### src/rtl/hertz_ctrl_gen.sv
// hertz_ctrl_gen: control source for the LED counter path.
// Two push-buttons are synchronized and debounced. They drive an INIT/RUN/PAUSE
// controller that gates a selectable-rate square-wave generator.
module hertz_ctrl_gen #(
  parameter int DIV         = 50_000_000,
  parameter int DB_CYCLES   = 1_000_000,
  parameter int INIT_CYCLES = 4
) (
  input  logic       clk50,
  input  logic       sys_rst_n,
  input  logic       btn_init,
  input  logic       btn_run,
  input  logic [1:0] speed_sel,
  output logic       sys_init_ctrl,
  output logic       hertz_clk,
  output logic       tick,
  output logic       running
);

  localparam int DBW = $clog2(DB_CYCLES);
  localparam int DW  = $clog2(DIV / 2);
  localparam int HW  = $clog2(INIT_CYCLES + 1);

  localparam logic [DBW-1:0] DB_LAST   = DBW'(DB_CYCLES - 1);
  localparam logic [HW-1:0]  HOLD_LAST = HW'(INIT_CYCLES - 1);
  localparam logic [31:0]    DIV_W     = 32'(DIV);

  typedef enum logic [1:0] {
    ST_INIT  = 2'd0,
    ST_RUN   = 2'd1,
    ST_PAUSE = 2'd2
  } state_e;

  // Button lanes: bit 0 is the init button, bit 1 is the run/pause button.
  logic [1:0]     btn_raw_s;
  logic [1:0]     sync1_q;
  logic [1:0]     sync2_q;
  logic [1:0]     deb_q;
  logic [1:0]     deb_d;
  logic [1:0]     press_q;
  logic [1:0]     press_d;
  logic [DBW-1:0] dbc_q [2];
  logic [DBW-1:0] dbc_d [2];

  state_e         state_q;
  state_e         state_d;
  logic [HW-1:0]  hold_q;
  logic [HW-1:0]  hold_d;

  logic [DW-1:0]  div_q;
  logic [DW-1:0]  div_d;
  logic [DW-1:0]  half_m1_s;
  logic           wrap_s;
  logic [1:0]     spd_q;
  logic [1:0]     spd_d;
  logic           hz_q;
  logic           hz_d;
  logic           tick_q;
  logic           tick_d;
  logic           init_q;
  logic           run_q;

  assign btn_raw_s = {btn_run, btn_init};

  // Debounce: the level flips only after it has disagreed with the synced input for DB_CYCLES edges.
  always_comb begin
    deb_d   = deb_q;
    press_d = 2'b00;
    for (int b = 0; b < 2; b++) begin
      dbc_d[b] = '0;
      if (sync2_q[b] != deb_q[b]) begin
        if (dbc_q[b] == DB_LAST) begin
          deb_d[b]   = sync2_q[b];
          press_d[b] = sync2_q[b];
          dbc_d[b]   = '0;
        end else begin
          dbc_d[b] = dbc_q[b] + DBW'(1);
        end
      end else begin
        dbc_d[b] = '0;
      end
    end
  end

  // Synchronizer chain, debounce counters and press-event pulses.
  always_ff @(posedge clk50) begin
    if (!sys_rst_n) begin
      sync1_q  <= 2'b00;
      sync2_q  <= 2'b00;
      deb_q    <= 2'b00;
      press_q  <= 2'b00;
      dbc_q[0] <= '0;
      dbc_q[1] <= '0;
    end else begin
      sync1_q  <= btn_raw_s;
      sync2_q  <= sync1_q;
      deb_q    <= deb_d;
      press_q  <= press_d;
      dbc_q[0] <= dbc_d[0];
      dbc_q[1] <= dbc_d[1];
    end
  end

  // Controller next state: an init press always wins and restarts the hold.
  always_comb begin
    state_d = state_q;
    hold_d  = hold_q;
    if (press_q[0]) begin
      state_d = ST_INIT;
      hold_d  = '0;
    end else begin
      case (state_q)
        ST_INIT: begin
          if (hold_q == HOLD_LAST) begin
            state_d = ST_RUN;
            hold_d  = '0;
          end else begin
            hold_d = hold_q + HW'(1);
          end
        end
        ST_RUN: begin
          if (press_q[1]) begin
            state_d = ST_PAUSE;
          end else begin
            state_d = ST_RUN;
          end
        end
        ST_PAUSE: begin
          if (press_q[1]) begin
            state_d = ST_RUN;
          end else begin
            state_d = ST_PAUSE;
          end
        end
        default: begin
          state_d = ST_INIT;
          hold_d  = '0;
        end
      endcase
    end
  end

  // Controller state and INIT hold counter.
  always_ff @(posedge clk50) begin
    if (!sys_rst_n) begin
      state_q <= ST_INIT;
      hold_q  <= '0;
    end else begin
      state_q <= state_d;
      hold_q  <= hold_d;
    end
  end

  // Last count of the current half-period, derived from the latched speed only.
  assign half_m1_s = DW'(((DIV_W >> spd_q) >> 1) - 32'd1);
  assign wrap_s    = (div_q == half_m1_s);

  // Divider next state: cleared in INIT, advancing in RUN, frozen in PAUSE.
  always_comb begin
    div_d  = div_q;
    hz_d   = hz_q;
    spd_d  = spd_q;
    tick_d = 1'b0;
    if ((state_q == ST_INIT) || (state_d == ST_INIT)) begin
      div_d = '0;
      hz_d  = 1'b0;
      spd_d = speed_sel;
    end else if (state_q == ST_RUN) begin
      if (wrap_s) begin
        div_d  = '0;
        hz_d   = ~hz_q;
        tick_d = ~hz_q;
        spd_d  = speed_sel;
      end else begin
        div_d = div_q + DW'(1);
      end
    end else begin
      div_d = div_q;
    end
  end

  // Divider state and registered outputs.
  always_ff @(posedge clk50) begin
    if (!sys_rst_n) begin
      div_q  <= '0;
      hz_q   <= 1'b0;
      spd_q  <= 2'd0;
      tick_q <= 1'b0;
      init_q <= 1'b1;
      run_q  <= 1'b0;
    end else begin
      div_q  <= div_d;
      hz_q   <= hz_d;
      spd_q  <= spd_d;
      tick_q <= tick_d;
      init_q <= (state_d == ST_INIT);
      run_q  <= (state_d == ST_RUN);
    end
  end

  assign sys_init_ctrl = init_q;
  assign hertz_clk     = hz_q;
  assign tick          = tick_q;
  assign running       = run_q;

endmodule

### config.mk
export PLATFORM = sky130hd
export DESIGN_NAME = hertz_ctrl_gen
export DESIGN_NICKNAME = d
export VERILOG_FILES = /design/src/rtl/hertz_ctrl_gen.sv
export SDC_FILE = /design/constraint.sdc
export NUM_CORES = 1
export LEC_CHECK = 0
export CAP_MARGIN = 10
export CORE_AREA = 2 2 101 103
export DETAILED_ROUTE_END_ITERATION = 7
export DIE_AREA = 0 0 103 105
export GPL_TIMING_DRIVEN = 0
export HOLD_SLACK_MARGIN = 0.05
export SLEW_MARGIN = 20
export SYNTH_ARGS = -nofsm -noshare
export SYNTH_HDL_FRONTEND = slang
export SYNTH_SLANG_ARGS = --single-unit
### constraint.sdc
create_clock -name clk50 -period 2.15 [get_ports clk50]
set_clock_uncertainty 0.2 [all_clocks]
set_input_delay 0.215 -clock clk50 [delete_from_list [all_inputs] [get_ports clk50]]
set_output_delay 0.215 -clock clk50 [all_outputs]
set_load 0.005 [all_outputs]
==> metrics.cfg, run 1 <==
[hold_path]
worstHoldStart = btn_init
whs_path_depth = 2
hp-class = in -> reg
whs_endpoint = sync1_q[0]

[die]
dieArea_mm2 = 0.0108
core_area_mm2 = 0.00964
fp.dieH_um = 105
io_pins = 10
num_rows = 36
dieWidth_um = 103
initial_core_util_pct = 39.8

[clock_tree]
tritoncts = built
clockBufferDepth = 2
cts_buffers = 9
cts_root_buffer = clkbuf_8
cts-hold-fix-buffers = 0
numClockSinks = 84
clk-insertion-delay-late_ns = 0.36
cts.clk_slew.worst_paths_ns = 0.09
cts_htree_levels = 3

[synthesis]
synth_area_leaders = dfxtp_1 (44%), xor2_1 (9.1%), nor2_1 (8.8%)
synth.avg_cell_area_um2 = 8.64
synth.distinct_cells = 47
synth_top_area_cell = dfxtp_1
syn_area_mm2 = 0.00384
synth_nets = 459
yosysMostFrequentCell = nor2_1
synthTopCellsByCount = nor2_1 (90), dfxtp_1 (84), nand2_1 (42)
synth_ff_type = dfxtp_1
yosys_warnings = 0
synth_cells = 444
seq_area_frac_synth_pct = 43.8
synth-edff-count = 0
ys_ff_latch = 84
async_reset_ff_share_pct = 0
synth_top_area_share_pct = 43.8

[final_layout]
post-route-util_pct = 49.8
finalNetCount = 501
area_delta_synth_final_pct = 25.1
final_area_mm2 = 0.00480
fill_cells = 909
insertedDiodeCount = 0
drive_gt1_share_pct = 20.6

[power_and_ir_drop]
vdd_drop_max_uv = 512
cellPowerDensity_mw_per_mm2 = 671
power_w = 0.00322
p_leak_nw = 1.62

[route]
ant_nets = 0
drcViolationCount = 0
finalWirelength_um = 7960
vias_per_cell = 4.89
drt_first_pass_iters = 4
wire_per_inst_um = 12.8
vias = 3051
drtIter0Drc = 84

[placed_design]
dp_hpwl_um = 5130
dpl-instance-area_mm2 = 0.00411
numPortBuffers = 9
place.gp.congestion = 0.782

[sta]
max_freq_mhz = 419
setup_tns_ns = -4.94
slew_viol_final = 0
final.setup.worst_slack_ns = -0.237
setup_viol = 29
final_hold_viol_count = 0
rsz0062_at_grt = yes
max_slew_margin_pct = 68.0
hold_ws_ns = 0.223
finalCriticalPeriod_ns = 2.39
period_share_pct = 111
tightest_slew_ns = 0.475

[worst_setup_path]
cp.arrival_ns = 2.44
crit_required_ns = 2.20
crit_fanout = 5
path_class = reg -> reg
r2r-end = div_q[21]
r2r_start = spd_q[0]
cp-start-kind = register
r2r_cells = 11
rrSetupSlack_ns = -0.24
endpoint_kind = register

[global_route]
grt_max_degree = 17
grt_pass1_wl_um = 13200
antenna_found_initial = 0
grt.overflow.total = 0
track_usage_pct = 15.2
grt_pass1_vias = 2963

[run]
maxCapViolations = 0

[status]
status = finished with violations
violations = setup timing

## layer usage
layer / share of wire, % / track usage [%]
met1: 46 / 18.0
met2: 51 / 26.1
met3: 2.4 / 4.21
met4: 1.2 / 5.17
met5: 0 / 0
## placed cells by master, fill, tap and decap left out, types with 3 or more instances in the layout
| cell type | instances |
|---|---|
| dfxtp_1 | 74 |
| nor4_4 | 3 |
| buf_4 | 18 |
| nor2_1 | 79 |
| xnor2_1 | 24 |
| nor2_2 | 10 |
| and4_1 | 3 |
| buf_12 | 3 |
| buf_6 | 4 |
| clkdlybuf4s50_1 | 9 |
| nand2_1 | 42 |
| nor4_1 | 4 |
| nand3_1 | 27 |
| o21ai_0 | 4 |
| a21oi_1 | 9 |
| nand4_1 | 11 |
| clkbuf_8 | 10 |
| nor3_1 | 4 |
| and3_1 | 7 |
| ha_1 | 5 |
| o211ai_1 | 3 |
| dfxtp_2 | 6 |
| and2_1 | 7 |
| inv_1 | 10 |
| inv_6 | 4 |
| mux2i_1 | 5 |
| nor2b_1 | 4 |
| xor2_1 | 38 |
| dfxtp_4 | 4 |
| nand2b_1 | 6 |
## sequential cells by signal (all words and copies together), names as in the netlist
signal         cells
hold_q             3
deb_q              2
state_q            2
div_q             25
tick               1
sync2_q            2
press_q            2
dbc_q             40
running            1
sync1_q            2
sys_init_ctrl      1
spd_q              2
hertz_clk          1
## worst max path at each step
stage | startpoint | to | slack (ns)
floorplan | spd_q[0] | div_q[14] | -0.1
global placement | state_q[1] | div_q[19] | -0.47
detailed placement | state_q[1] | div_q[19] | -0.55
CTS | div_q[13] | div_q[6] | -0.20
global route | spd_q[0] | div_q[1] | -0.31
finish | spd_q[0] | div_q[21] | -0.24
## power breakdown
group | total (W) | switching [W] | internal [W]
Combinational | 0.000424 | 0.000208 | 0.000216
Sequential | 0.00163 | 0.0000289 | 0.00160
Clock | 0.00116 | 0.000609 | 0.000553
Total | 0.00322 | 0.000846 | 0.00237
## cell families (layout without fill, tap and decap cells)
logic type | Yosys count | in the layout | share of synthesized area, %
compound gates | 27 | 27 | 4.57
xor+xnor | 65 | 65 | 14.8
fa+ha+maj | 9 | 9 | 2.94
buf+inv | 24 | 71 | 3.23
flops | 84 | 84 | 43.8
mux | 6 | 6 | 1.60
simple gates | 229 | 229 | 29.0
## repair_timing
action / in CTS / in global routing
gates cloned: 1 / 1
pin swaps: 14 / 13
endpoints found under the setup margin: 49 / 69
buffers inserted: 17 / 5
resized for setup: 36 / 33
## through the flow
stage | worst slack (ns) | cells
global route | -0.311 | 624
CTS | -0.196 | 620
global placement | -0.471 | 586
detailed placement | -0.548 | 586
finish | -0.237 | 624
floorplan | -0.0966 | 444
## area by class of cell
cell class,instances,area [µm²],share of cell area [%]
plain buffers,12,111,2.32
clock buffers,9,124,2.58
clock inverters,7,78.8,1.64
inverters,11,41.3,0.860
multi-input cells,336,2250,46.9
flip-flops and latches,84,1700,35.5
well taps,133,166,3.47
repair buffers,32,322,6.70
## critical path: stages, from the launching register on
cell and delay, ns:
dfxtp_4 0.37, buf_6 0.13, nand2b_4 0.14, ha_4 0.26, xor2_2 0.15, o2111ai_2 0.19
nor4_4 0.27, or2_1 0.15, buf_6 0.13, buf_12 0.11, clkbuf_16 0.13, nor2_1 0.03
No activity file was read; power rests on OpenSTA's default activity.
==> inputs of run 2 (changes only) <==
--- a/config.mk
+++ b/config.mk
@@ -5,12 +5,15 @@
 export SDC_FILE = /design/constraint.sdc
 export NUM_CORES = 1
 export LEC_CHECK = 0
+export ABC_AREA = 1
 export CAP_MARGIN = 10
-export CORE_AREA = 2 2 101 103
+export CORE_AREA = 2 2 106 108
 export DETAILED_ROUTE_END_ITERATION = 7
-export DIE_AREA = 0 0 103 105
+export DIE_AREA = 0 0 108 110
 export GPL_TIMING_DRIVEN = 0
 export HOLD_SLACK_MARGIN = 0.05
+export PLACE_DENSITY = 0.67
+export RECOVER_POWER = 25
 export SLEW_MARGIN = 20
 export SYNTH_ARGS = -nofsm -noshare
 export SYNTH_HDL_FRONTEND = slang
==> metrics.cfg, run 2 <==
[sta]
final.setup.worst_slack_ns = 0.0693
setup_viol = 0
final_hold_viol_count = 0
period_share_pct = 96.8
max_slew_margin_pct = 74.9
max_freq_mhz = 481
rsz0062_at_grt = yes
slew_viol_final = 0
hold_ws_ns = 0.0697
tightest_slew_ns = 0.373
finalCriticalPeriod_ns = 2.08

[synthesis]
yosys_warnings = 0
synthTopCellsByCount = nand2_1 (132), nor2_1 (104), dfxtp_1 (84)
synth_top_area_share_pct = 40.3
synth_cells = 599
ys_ff_latch = 84
synth.avg_cell_area_um2 = 6.97
synth_top_area_cell = dfxtp_1
synth.distinct_cells = 37
synth_area_leaders = dfxtp_1 (40%), nand2_1 (12%), nor2_1 (9.3%)
synth_nets = 614
syn_area_mm2 = 0.00418
seq_area_frac_synth_pct = 40.3
yosysMostFrequentCell = nand2_1
async_reset_ff_share_pct = 0
synth_ff_type = dfxtp_1
synth-edff-count = 0

[worst_setup_path]
crit_top_cell = nand2_1
cp.arrival_ns = 2.20
crit_buf_inv = 2
cp_cell_sequence = inv_1 -> ha_1 -> nand2_1 -> o21a_1 -> nand2_1 -> nand3_2 -> nand2_1 -> nand2_2 -> nor2_4 -> nand2_4 -> clkbuf_16 -> a21oi_2
cp-start-kind = register
path_class = reg -> reg
crit_family = simple AND/OR/NAND/NOR gates
rrSetupSlack_ns = 0.07
crit_fanout = 5
slowest_delay_ns = 0.37
endpoint_kind = register
crit_required_ns = 2.27
cp_slowest_cell = dfxtp_1

[final_layout]
drive_gt1_share_pct = 15.3
largest_registers = dbc_q (40), div_q (25), hold_q (3)
finalNetCount = 655
post-route-util_pct = 47.3
largest_reg_flops = 40
fin_cells = 785
final_common_cell = nand2_1
final_cell_mix = nand2_1 (127), nor2_1 (93), dfxtp_1 (81), inv_1 (68), nand3_1 (33)
top_register = dbc_q
insertedDiodeCount = 0
area_delta_synth_final_pct = 21.2

[run]
maxCapViolations = 0

[global_route]
grt.overflow.total = 0
grt_pass1_wl_um = 15200
track_usage_pct = 16.1
grt_pass1_vias = 3533
antenna_found_initial = 0
grt_max_degree = 16

[clock_tree]
cts_buffers = 9
clockBufferDepth = 2
clk-insertion-delay-late_ns = 0.38
tritoncts = built
cts_htree_levels = 3
cts_root_buffer = clkbuf_8
numClockSinks = 84
cts.clk_slew.worst_paths_ns = 0.09

[die]
dieArea_mm2 = 0.0119
core_area_mm2 = 0.0107
fp.dieH_um = 110
dieWidth_um = 108
initial_core_util_pct = 39.1
num_rows = 38
io_pins = 10

[route]
drtIter0Drc = 188
wire_per_inst_um = 11.8
vias = 3818
drt_first_pass_iters = 4
drcViolationCount = 0
ant_nets = 0
vias_per_cell = 4.86
finalWirelength_um = 9270

[placed_design]
dp_hpwl_um = 6540
dp.cells = 747
place_ws_ns = -0.228
place.gp.congestion = 0.908
numPortBuffers = 8

[power_and_ir_drop]
vdd_drop_max_uv = 427
cellPowerDensity_mw_per_mm2 = 628
p_leak_nw = 1.76

[status]
status = finished, final reports clean

[hold_path]
hp-class = in -> reg

[run 2: kinds of logic after synthesis]
kind of cell	count (synthesis)	share of synthesized area (%)
buffers and inverters	83	7.97
AOI/OAI and AO/OA	54	7.01
DFF	84	40.3
xor gates and xnor gates	23	4.82
and+or+nand+nor	346	37.3
adders and majority gates	9	2.70
[run 2: area by class of cell]
class                           instances  area (µm²)
Buffer                                  7        63.8
Clock buffer                            9         124
Clock inverter                          7        75.1
Fill cell                            1044        5640
Inverter                               75         287
Multi-Input combinational cell        432        2340
Sequential cell                        84        1690
Tap cell                              140         175
Timing Repair Buffer                   31         307
[run 2: worst reg2reg max path: stages, from the launching register on]
cell	delay [ns]
dfxtp_1	0.37
inv_1	0.16
ha_1	0.19
nand2_1	0.06
o21a_1	0.10
nand2_1	0.08
nand3_2	0.11
nand2_1	0.12
nand2_2	0.09
nor2_4	0.15
nand2_4	0.10
clkbuf_16	0.18
a21oi_2	0.09
[run 2: final timing paths]
check,startpoint,end,cells after the start
hold / removal,sys_rst_n,dbc_q[0][12],5
setup / recovery,state_q[0],div_q[3],12
setup reg to reg,state_q[0],div_q[3],12
hold reg to reg,hold_q[2],hold_q[2],2
[run 2: what timing repair did]
item,CTS,global route
pin swaps,4,18
endpoints found under the setup margin,37,52
hold buffers,9,0
hold endpoints to repair,10,0
resized for setup,12,51
buffers inserted,3,10
cloned,0,1
[run 2: through the flow]
stage | area (µm²) | TNS (ns) | power [W]
CTS | 4800 | -0.00887 | 0.00315
detailed placement | 4430 | -4.79 | 0.00194
floorplan | 4180 | 0 | 0.00186
global route | 5060 | -1.52 | 0.00331
finish | 5060 | 0 | 0.00318
global placement | 4430 | -3.32 | 0.00193
[run 2: report_power, final]
group / switching (W) / internal, W
logic: 0.000217 / 0.000172
clock network: 0.000618 / 0.000544
registers: 0.0000335 / 0.00159
[run 2: metal layers]
metal  part of all wire [%]  GRT usage (%)  vias to the layer above
met5                      0              0                        -
li1                       -              -                     2010
met3                    4.0           3.76                       14
met1                     46           19.7                     1729
met2                     48           26.8                       65
met4                    2.1           7.78                        0
